$ cat config.mk
export PLATFORM = sky130hd
export DESIGN_NAME = clk_ratio_monitor
export DESIGN_NICKNAME = d
export VERILOG_FILES = /design/src/rtl/clk_ratio_monitor.sv
export SDC_FILE = /design/constraint.sdc
export NUM_CORES = 1
export LEC_CHECK = 0
export ABC_AREA = 1
export BUFFER_PORTS_ARGS = -buffer_cell sky130_fd_sc_hd__buf_4
export CORE_UTILIZATION = 53
export CTS_CLUSTER_SIZE = 25
export DETAILED_ROUTE_END_ITERATION = 16
export PLACE_DENSITY_LB_ADDON = 0.3
export SYNTH_ARGS = -nofsm -noshare
export SYNTH_HDL_FRONTEND = slang
export SYNTH_SLANG_ARGS = --single-unit
$ cat constraint.sdc
create_clock -name i_ref_clk -period 2.2 [get_ports i_ref_clk]
set_clock_uncertainty 0.15 [all_clocks]
set_input_delay 0.11 -clock i_ref_clk [delete_from_list [all_inputs] [get_ports i_ref_clk]]
set_output_delay 0.11 -clock i_ref_clk [all_outputs]
set_load 0.02 [all_outputs]
$ cat src/rtl/clk_ratio_monitor.sv
`default_nettype none
// ============================================================================
// Module   : clk_ratio_monitor
// Desc     : Measures period and high time of a divided clock in i_ref_clk
//            cycles; reports ratio mismatch, lock and stalled-clock timeout.
// Revision : 1.0 - initial release
// ============================================================================
module clk_ratio_monitor #(
    parameter int CNT_W  = 8,
    parameter int LOCK_N = 4
) (
    input  logic             i_ref_clk,
    input  logic             i_rst_n,
    input  logic             i_div_clk,
    input  logic             i_mon_en,
    input  logic [CNT_W-1:0] i_exp_ratio,
    output logic [CNT_W-1:0] o_ratio,
    output logic [CNT_W-1:0] o_high_cnt,
    output logic             o_valid,
    output logic             o_mismatch,
    output logic             o_lock,
    output logic             o_timeout
);

    localparam logic [CNT_W-1:0]     C_CNT_MAX   = {CNT_W{1'b1}};
    localparam int                   C_MATCH_W   = $clog2(LOCK_N) + 1;
    localparam logic [C_MATCH_W-1:0] C_MATCH_TGT = C_MATCH_W'(LOCK_N - 1);

    typedef enum logic [1:0] {
        S_IDLE    = 2'd0,
        S_ARM     = 2'd1,
        S_MEASURE = 2'd2
    } state_t;

    state_t               r_state;
    state_t               w_state_nxt;
    logic                 r_s1;
    logic                 r_s2;
    logic                 r_s3;
    logic [CNT_W-1:0]     r_cnt;
    logic [CNT_W-1:0]     r_high;
    logic [CNT_W-1:0]     r_prev;
    logic [C_MATCH_W-1:0] r_match;
    logic [C_MATCH_W-1:0] w_match_nxt;
    logic                 r_have_prev;
    logic                 w_rise;
    logic                 w_fall;
    logic                 w_start;
    logic                 w_capture;
    logic                 w_stall;

    assign w_rise = r_s2 & ~r_s3;
    assign w_fall = ~r_s2 & r_s3;

    // i_div_clk is asynchronous: two sync stages plus one history stage
    always_ff @(posedge i_ref_clk or negedge i_rst_n) begin
        if (!i_rst_n) begin
            r_s1 <= 1'b0;
            r_s2 <= 1'b0;
            r_s3 <= 1'b0;
        end else begin
            r_s1 <= i_div_clk;
            r_s2 <= r_s1;
            r_s3 <= r_s2;
        end
    end

    always_ff @(posedge i_ref_clk or negedge i_rst_n) begin
        if (!i_rst_n) begin
            r_state <= S_IDLE;
        end else begin
            r_state <= w_state_nxt;
        end
    end

    always_comb begin
        w_state_nxt = r_state;
        w_start     = 1'b0;
        w_capture   = 1'b0;
        w_stall     = 1'b0;
        if (!i_mon_en) begin
            w_state_nxt = S_IDLE;
        end else begin
            case (r_state)
                S_IDLE: begin
                    w_state_nxt = S_ARM;
                end
                S_ARM: begin
                    if (w_rise) begin
                        w_start     = 1'b1;
                        w_state_nxt = S_MEASURE;
                    end
                end
                S_MEASURE: begin
                    // A rise in the saturation cycle is a valid capture
                    if (w_rise) begin
                        w_capture = 1'b1;
                    end else if (r_cnt == C_CNT_MAX) begin
                        w_stall     = 1'b1;
                        w_state_nxt = S_ARM;
                    end
                end
                default: begin
                    w_state_nxt = S_IDLE;
                end
            endcase
        end
    end

    // First capture after arming only seeds the comparison value
    always_comb begin
        w_match_nxt = '0;
        if (r_have_prev && (r_cnt == r_prev)) begin
            w_match_nxt = (r_match == C_MATCH_TGT) ? r_match : r_match + C_MATCH_W'(1);
        end
    end

    always_ff @(posedge i_ref_clk or negedge i_rst_n) begin
        if (!i_rst_n) begin
            r_cnt       <= '0;
            r_high      <= '0;
            r_prev      <= '0;
            r_match     <= '0;
            r_have_prev <= 1'b0;
            o_ratio     <= '0;
            o_high_cnt  <= '0;
            o_valid     <= 1'b0;
            o_mismatch  <= 1'b0;
            o_lock      <= 1'b0;
            o_timeout   <= 1'b0;
        end else begin
            o_valid <= w_capture;
            if (!i_mon_en) begin
                r_cnt       <= '0;
                r_match     <= '0;
                r_have_prev <= 1'b0;
                o_mismatch  <= 1'b0;
                o_lock      <= 1'b0;
                o_timeout   <= 1'b0;
            end else begin
                if (w_start || w_capture) begin
                    r_cnt <= CNT_W'(1);
                end else if (w_stall || (r_state == S_IDLE)) begin
                    r_cnt <= '0;
                end else if ((r_state == S_MEASURE) && (r_cnt != C_CNT_MAX)) begin
                    r_cnt <= r_cnt + CNT_W'(1);
                end

                if ((r_state == S_MEASURE) && w_fall) begin
                    r_high <= r_cnt;
                end

                if (w_capture) begin
                    o_ratio     <= r_cnt;
                    o_high_cnt  <= r_high;
                    o_mismatch  <= (r_cnt != i_exp_ratio);
                    r_prev      <= r_cnt;
                    r_have_prev <= 1'b1;
                    r_match     <= w_match_nxt;
                    o_lock      <= (w_match_nxt == C_MATCH_TGT);
                end

                if (w_stall) begin
                    o_timeout   <= 1'b1;
                    o_lock      <= 1'b0;
                    r_match     <= '0;
                    r_have_prev <= 1'b0;
                end
            end
        end
    end

endmodule
`default_nettype wire
==> out/results.ini, run 1 <==
[floorplanning]
die_area_um2=4320
initial_core_util_pct=57.1
dieWidth_um=65.7
coreArea_um2=3770
fp-row-count=22
die_y_um=65.7
io_pins=32

[critical_path]
reg2reg_slack_ns=0.42
end_kind=flip-flop
critical-path-max-stage-delay_ns=0.48
path_common_cell=nand3_2
crit_type=reg2reg
arrival_ns=1.82
critical-path-slowest-cell=dfrtp_1
worstPathMaxFanout=8
cp_data_required_time_ns=2.23
cp-startpoint=r_cnt[0]$_DFFE_PN0P_
r2r-start=r_cnt[0]$_DFFE_PN0P_
cp-endpoint=r_cnt[3]$_DFFE_PN0P_
path_cells=ha_1 > nand3_2 > nor3_2 > nand3_1 > nand3_2 > a21oi_1 > and2_1
startpoint_type=flip-flop
r2r-end=r_cnt[3]$_DFFE_PN0P_
reg2reg_depth=7

[placement]
dpl.cell_count=332
buffer_ports.inserted=31
globalplace.congestion=0.966
place_hpwl_um=3320
dp_slack_ns=0.445

[routing]
drt_wl_total_um=4530
first_pass_iters=4
ant_nets=0
viasPerCell=5.27
drc=0
wl_per_cell_um=13.2
via_count=1801
drtIter0Drc=140

[grt]
grt_usage_pct=24.2
antenna_found_initial=0
grt_overflow=0
grt_pass1_wl_um=7780
grt_pass1_vias=1697
grt_max_degree=46

[clock_network]
cts_resized=0
cts_root_buf=clkbuf_8
cts_tree=yes
ctsHoldBuffers=3
cts_buffers=5
cts_htree_levels=2
cts_sinks=45
cts_max_path_buffers=2
clk_pin_slew_ns=0.08
clk-insertion-delay-late_ns=0.29
post_cts_buffers=0

[sta]
finalHoldViolCount=0
final_max_slew_viol_count=0
fin_ws_ns=0.415
clock.fmax_mhz=560
whs_ns=0.0685
tightest_slew_ns=0.563
rsz0062_at_grt=no
finalSetupViolCount=0
tns_ns=0
fin_crit_sh_pct=81.1
fin_crit_ns=1.78
slew-limit-headroom_pct=62.5

[layout]
antenna_cells=0
final_cells=342
layout-drive-gt1-share_pct=18.7
final_nets=308
syn_to_final_growth_pct=18.8

[synth]
ys_ff_latch=45
synth_nets=271
synth_cells=257
synth.distinct_cells=32
synth_area_per_cell_um2=8.37
synth-seq-area-share_pct=52.3
yosysWarnings=0
synth_area_um2=2150

[run_status]
outcome=complete, no violations

[pwr]
p_leak_nw=1.28
ir_worst_vdd_mv=0.415
powerDensity_nw_per_um2=708

[hold_path]
min_path_type=in2reg

[job]
cap_violations=0

==> layout make-up <==
class	instances	area [um^2]
fill	323	1210
timing repair buffer	36	278
inverter	28	105
multi-input combinational	178	885
tap	48	60.1
sequential	45	1130
clock buffer	5	68.8
clock inverter	2	35.0
==> routing by layer <==
metal	track usage [%]	wire, um	vias to the layer above
li1	-	-	898
met1	33.6	2090	828
met2	37.1	2020	66
met3	4.69	311	9
met4	9.78	99	0
met5	0	0	-
==> synthesized netlist by cell type <==
cell type / n / area share, %
nor2_1: 15 / 2.6
buf_2: 2 / 0.47
nor3_4: 1 / 0.76
mux2_2: 1 / 0.52
o21ai_0: 20 / 4.7
nand4_1: 3 / 0.87
a211oi_1: 1 / 0.35
nand2_1: 83 / 14
o22ai_1: 2 / 0.58
nand2_2: 2 / 0.58
or2_2: 4 / 1.2
a31oi_1: 1 / 0.29
dfrtp_1: 45 / 52
o21ai_1: 2 / 0.47
ha_1: 2 / 1.2
o2111ai_1: 1 / 0.41
inv_2: 3 / 0.52
nor3b_1: 1 / 0.35
buf_4: 3 / 1.0
nor3_2: 1 / 0.47
nor3_1: 5 / 1.2
clkbuf_1: 1 / 0.17
xnor2_1: 4 / 1.6
a21oi_1: 4 / 0.93
o211ai_1: 1 / 0.35
and2_1: 1 / 0.29
nand3_1: 15 / 3.5
nand3_2: 2 / 0.93
inv_1: 25 / 4.4
xor2_1: 4 / 1.6
o211ai_2: 1 / 0.58
o221ai_1: 1 / 0.41
==> through the flow <==
stage	cell area (um^2)	power [mW]	utilization [%]
floorplan	2150	1.10	-
CTS	2560	1.82	67.8
finish	2560	1.81	67.8
global route	2560	1.90	67.8
detailed placement	2420	1.23	64.3
global placement	2420	1.22	64.3
==> cells in the final DEF (no fill, tap or decap), types with 2 or more instances in the layout <==
cell,synthesis,layout
nand2_1,83,83
buf_4,3,33
nand3_2,2,2
or2_2,4,4
nand4_1,3,3
inv_2,3,3
xnor2_1,4,4
o21ai_0,20,20
nand3_1,15,15
nor3_1,5,5
inv_1,25,25
a21oi_1,4,4
nor2_1,15,15
dfrtp_1,45,45
o21ai_1,2,2
o22ai_1,2,2
clkbuf_8,0,5
xor2_1,4,4
nand2_2,2,2
dlygate4sd3_1,0,3
ha_1,2,2
==> logic make-up after synthesis <==
logic type                 synth area share (%)
adders and majority gates                  1.16
AOI/OAI and AO/OA                          9.01
and+or+nand+nor                            27.2
buffers and inverters                      6.57
DFF                                        52.3
xor gates and xnor gates                   3.26
muxes                                     0.523
==> worst min path at each step <==
stage                         from  cells after the start                   endpoint
floorplan                  i_rst_n                      0  o_high_cnt[0]$_DFFE_PN0P_
global placement           i_rst_n                      1  o_high_cnt[0]$_DFFE_PN0P_
detailed placement         i_rst_n                      1  o_high_cnt[3]$_DFFE_PN0P_
CTS                 i_exp_ratio[7]                      7     o_mismatch$_DFFE_PN0P_
global route        i_exp_ratio[7]                      7     o_mismatch$_DFFE_PN0P_
finish              i_exp_ratio[7]                      7     o_mismatch$_DFFE_PN0P_
==> state kept, by name, summed over array words and instances, names as in the netlist, 2 cells and up <==
register	count
r_cnt	8
r_high	8
r_prev	8
r_state	2
r_match	3
o_high_cnt	8
==> report_power, final <==
group | internal [mW] | total (mW) | switching (mW) | leakage (nW)
registers | 0.875 | 0.919 | 0.0443 | 0.606
clock network | 0.330 | 0.593 | 0.263 | 0.0540
logic | 0.116 | 0.298 | 0.182 | 0.617
==> worst max-delay path: cells and delay by family (launching register included) <==
kind	cells	cell delay (ns)
flip-flops	1	0.48
AND/OR/NAND/NOR	5	0.75
adder cells (fa/ha/maj)	1	0.24
AO/OA/AOI/OAI	1	0.05
(Power assumes the default switching activity.)
==> run 2, diff against run 1 <==
clock period = 1.8 ns   (was 2.2 ns; I/O delays follow)
==> out/results.ini, run 2 (synthesis results as in run 1) <==
[clock_network]
cts_tree=yes  ; unchanged
post_cts_buffers=0  ; unchanged
cts_htree_levels=2  ; unchanged
clk_pin_slew_ns=0.09  ; was 0.08 ns
cts_sinks=45  ; unchanged
cts_buffers=5  ; unchanged
clk-insertion-delay-late_ns=0.30  ; was 0.29 ns
cts_root_buf=clkbuf_8  ; unchanged
cts_max_path_buffers=2  ; unchanged

[floorplanning]
initial_core_util_pct=57.1  ; unchanged
die_y_um=65.7  ; unchanged
dieWidth_um=65.7  ; unchanged
coreArea_um2=3770  ; unchanged
die_area_um2=4320  ; unchanged
io_pins=32  ; unchanged
fp-row-count=22  ; unchanged

[layout]
final_cells=344  ; was 342
final_common_cell=nand2_1  ; unchanged
layout-drive-gt1-share_pct=21.3  ; was 18.7%
mostFrequentLayoutCells=nand2_1, dfrtp_1, buf_4, inv_1, o21ai_0  ; unchanged
fill_cells=315  ; was 323
antenna_cells=0  ; unchanged
final_cell_area_um2=2600  ; was 2560 um^2
syn_to_final_growth_pct=20.8  ; was 18.8%
final_nets=309  ; was 308

[placement]
dpl.cell_count=333  ; was 332
place_hpwl_um=3280  ; was 3320 um
globalplace.congestion=0.861  ; was 0.966
place_area_um2=2440  ; was 2420 um^2
buffer_ports.inserted=31  ; unchanged
dp_slack_ns=0.0845  ; was 0.445 ns

[critical_path]
cp_data_required_time_ns=1.84  ; was 2.23 ns
worstPathMaxFanout=6  ; was 8
startpoint_type=flip-flop  ; unchanged
arrival_ns=1.77  ; was 1.82 ns
crit_type=reg2reg  ; unchanged
end_kind=flip-flop  ; unchanged

[grt]
grt_overflow=0  ; unchanged
grt_usage_pct=23.4  ; was 24.2%
grt_max_degree=46  ; unchanged
grt_pass1_vias=1609  ; was 1697
grt_pass1_wl_um=7470  ; was 7780 um
antenna_found_initial=0  ; unchanged

[sta]
fin_crit_sh_pct=95.9  ; was 81.1%
slew-limit-headroom_pct=62.3  ; was 62.5%
fin_ws_ns=0.0745  ; was 0.415 ns
final_max_slew_viol_count=0  ; unchanged
whs_ns=0.0475  ; was 0.0685 ns
clock.fmax_mhz=580  ; was 560 MHz
fin_crit_ns=1.73  ; was 1.78 ns
finalSetupViolCount=0  ; unchanged
finalHoldViolCount=0  ; unchanged
tightest_slew_ns=0.565  ; was 0.563 ns

[routing]
via_count=1820  ; was 1801
ant_nets=0  ; unchanged
wl_per_cell_um=13.7  ; was 13.2 um
drt_wl_total_um=4720  ; was 4530 um
drtIter0Drc=109  ; was 140
viasPerCell=5.29  ; was 5.27
first_pass_iters=4  ; unchanged
drc=0  ; unchanged

[job]
cap_violations=0  ; unchanged

[pwr]
p_leak_nw=1.29  ; was 1.28 nW
power_mw=2.12  ; was 1.81 mW
ir_worst_vdd_mv=0.533  ; was 0.415 mV
powerDensity_nw_per_um2=814  ; was 708 nW/um^2

[run_status]
outcome=complete, no violations  ; unchanged

[hold_path]
min_path_type=in2reg  ; unchanged

[run 2: final cells by class]
class	count	area (um^2)	share of cell area, %
clock buffers	5	68.8	2.65
clock inverters	3	17.5	0.674
inverters	28	105	4.04
multi-input cells	178	921	35.4
flip-flops and latches	45	1130	43.4
well taps	48	60.1	2.31
repair buffers	37	298	11.5
[run 2: final timing paths]
kind                                      startpoint                         to  slack, ns  cells past startpoint
worst min register to register        r_s1$_DFF_PN0_             r_s2$_DFF_PN0_       0.21                      0
worst max register to register  r_cnt[0]$_DFFE_PN0P_       r_cnt[5]$_DFFE_PN0P_       0.07                      8
min in group asynchronous                    i_rst_n  o_high_cnt[1]$_DFFE_PN0P_       0.17                      2
worst max-delay path            r_cnt[0]$_DFFE_PN0P_       r_cnt[5]$_DFFE_PN0P_       0.07                      8
max in group asynchronous                    i_rst_n       r_cnt[3]$_DFFE_PN0P_       0.92                      2
worst min-delay path                  i_exp_ratio[7]     o_mismatch$_DFFE_PN0P_       0.05                      7
[run 2: timing repair]
| action | CTS | global route |
|---|---|---|
| resized for setup | 0 | 9 |
| hold endpoints to repair | 47 | 0 |
| setup endpoints to repair | 0 | 12 |
| hold buffers | 3 | 0 |
[run 2: layer usage]
layer / routed length (um) / GRT usage (%) / up-vias / part of all wire, %
li1: - / - / 901 / -
met1: 2140 / 32.0 / 844 / 45
met2: 2180 / 35.8 / 68 / 46
met3: 335 / 5.90 / 7 / 7.1
met4: 69 / 8.42 / 0 / 1.5
met5: 0 / 0 / - / 0
[run 2: metrics by stage]
step | util, % | setup TNS, ns
finish | 68.9 | 0
global route | 68.9 | -0.0456
CTS | 67.9 | 0
detailed placement | 64.8 | 0
global placement | 64.8 | 0
floorplan | - | 0
[run 2: power by group]
group	switching (mW)	internal (mW)
clock	0.348	0.268
sequential	0.0517	1.07
combinational	0.228	0.150
[run 2: worst max-delay path, cell delays in order (launching register included)]
cell and delay (ns):
dfrtp_2 0.43, ha_4 0.18, nand3_4 0.11, nor3_4 0.28, nand3_2 0.14, nand3_2 0.12
nor2_1 0.05, nor2_1 0.11, nor2_1 0.05
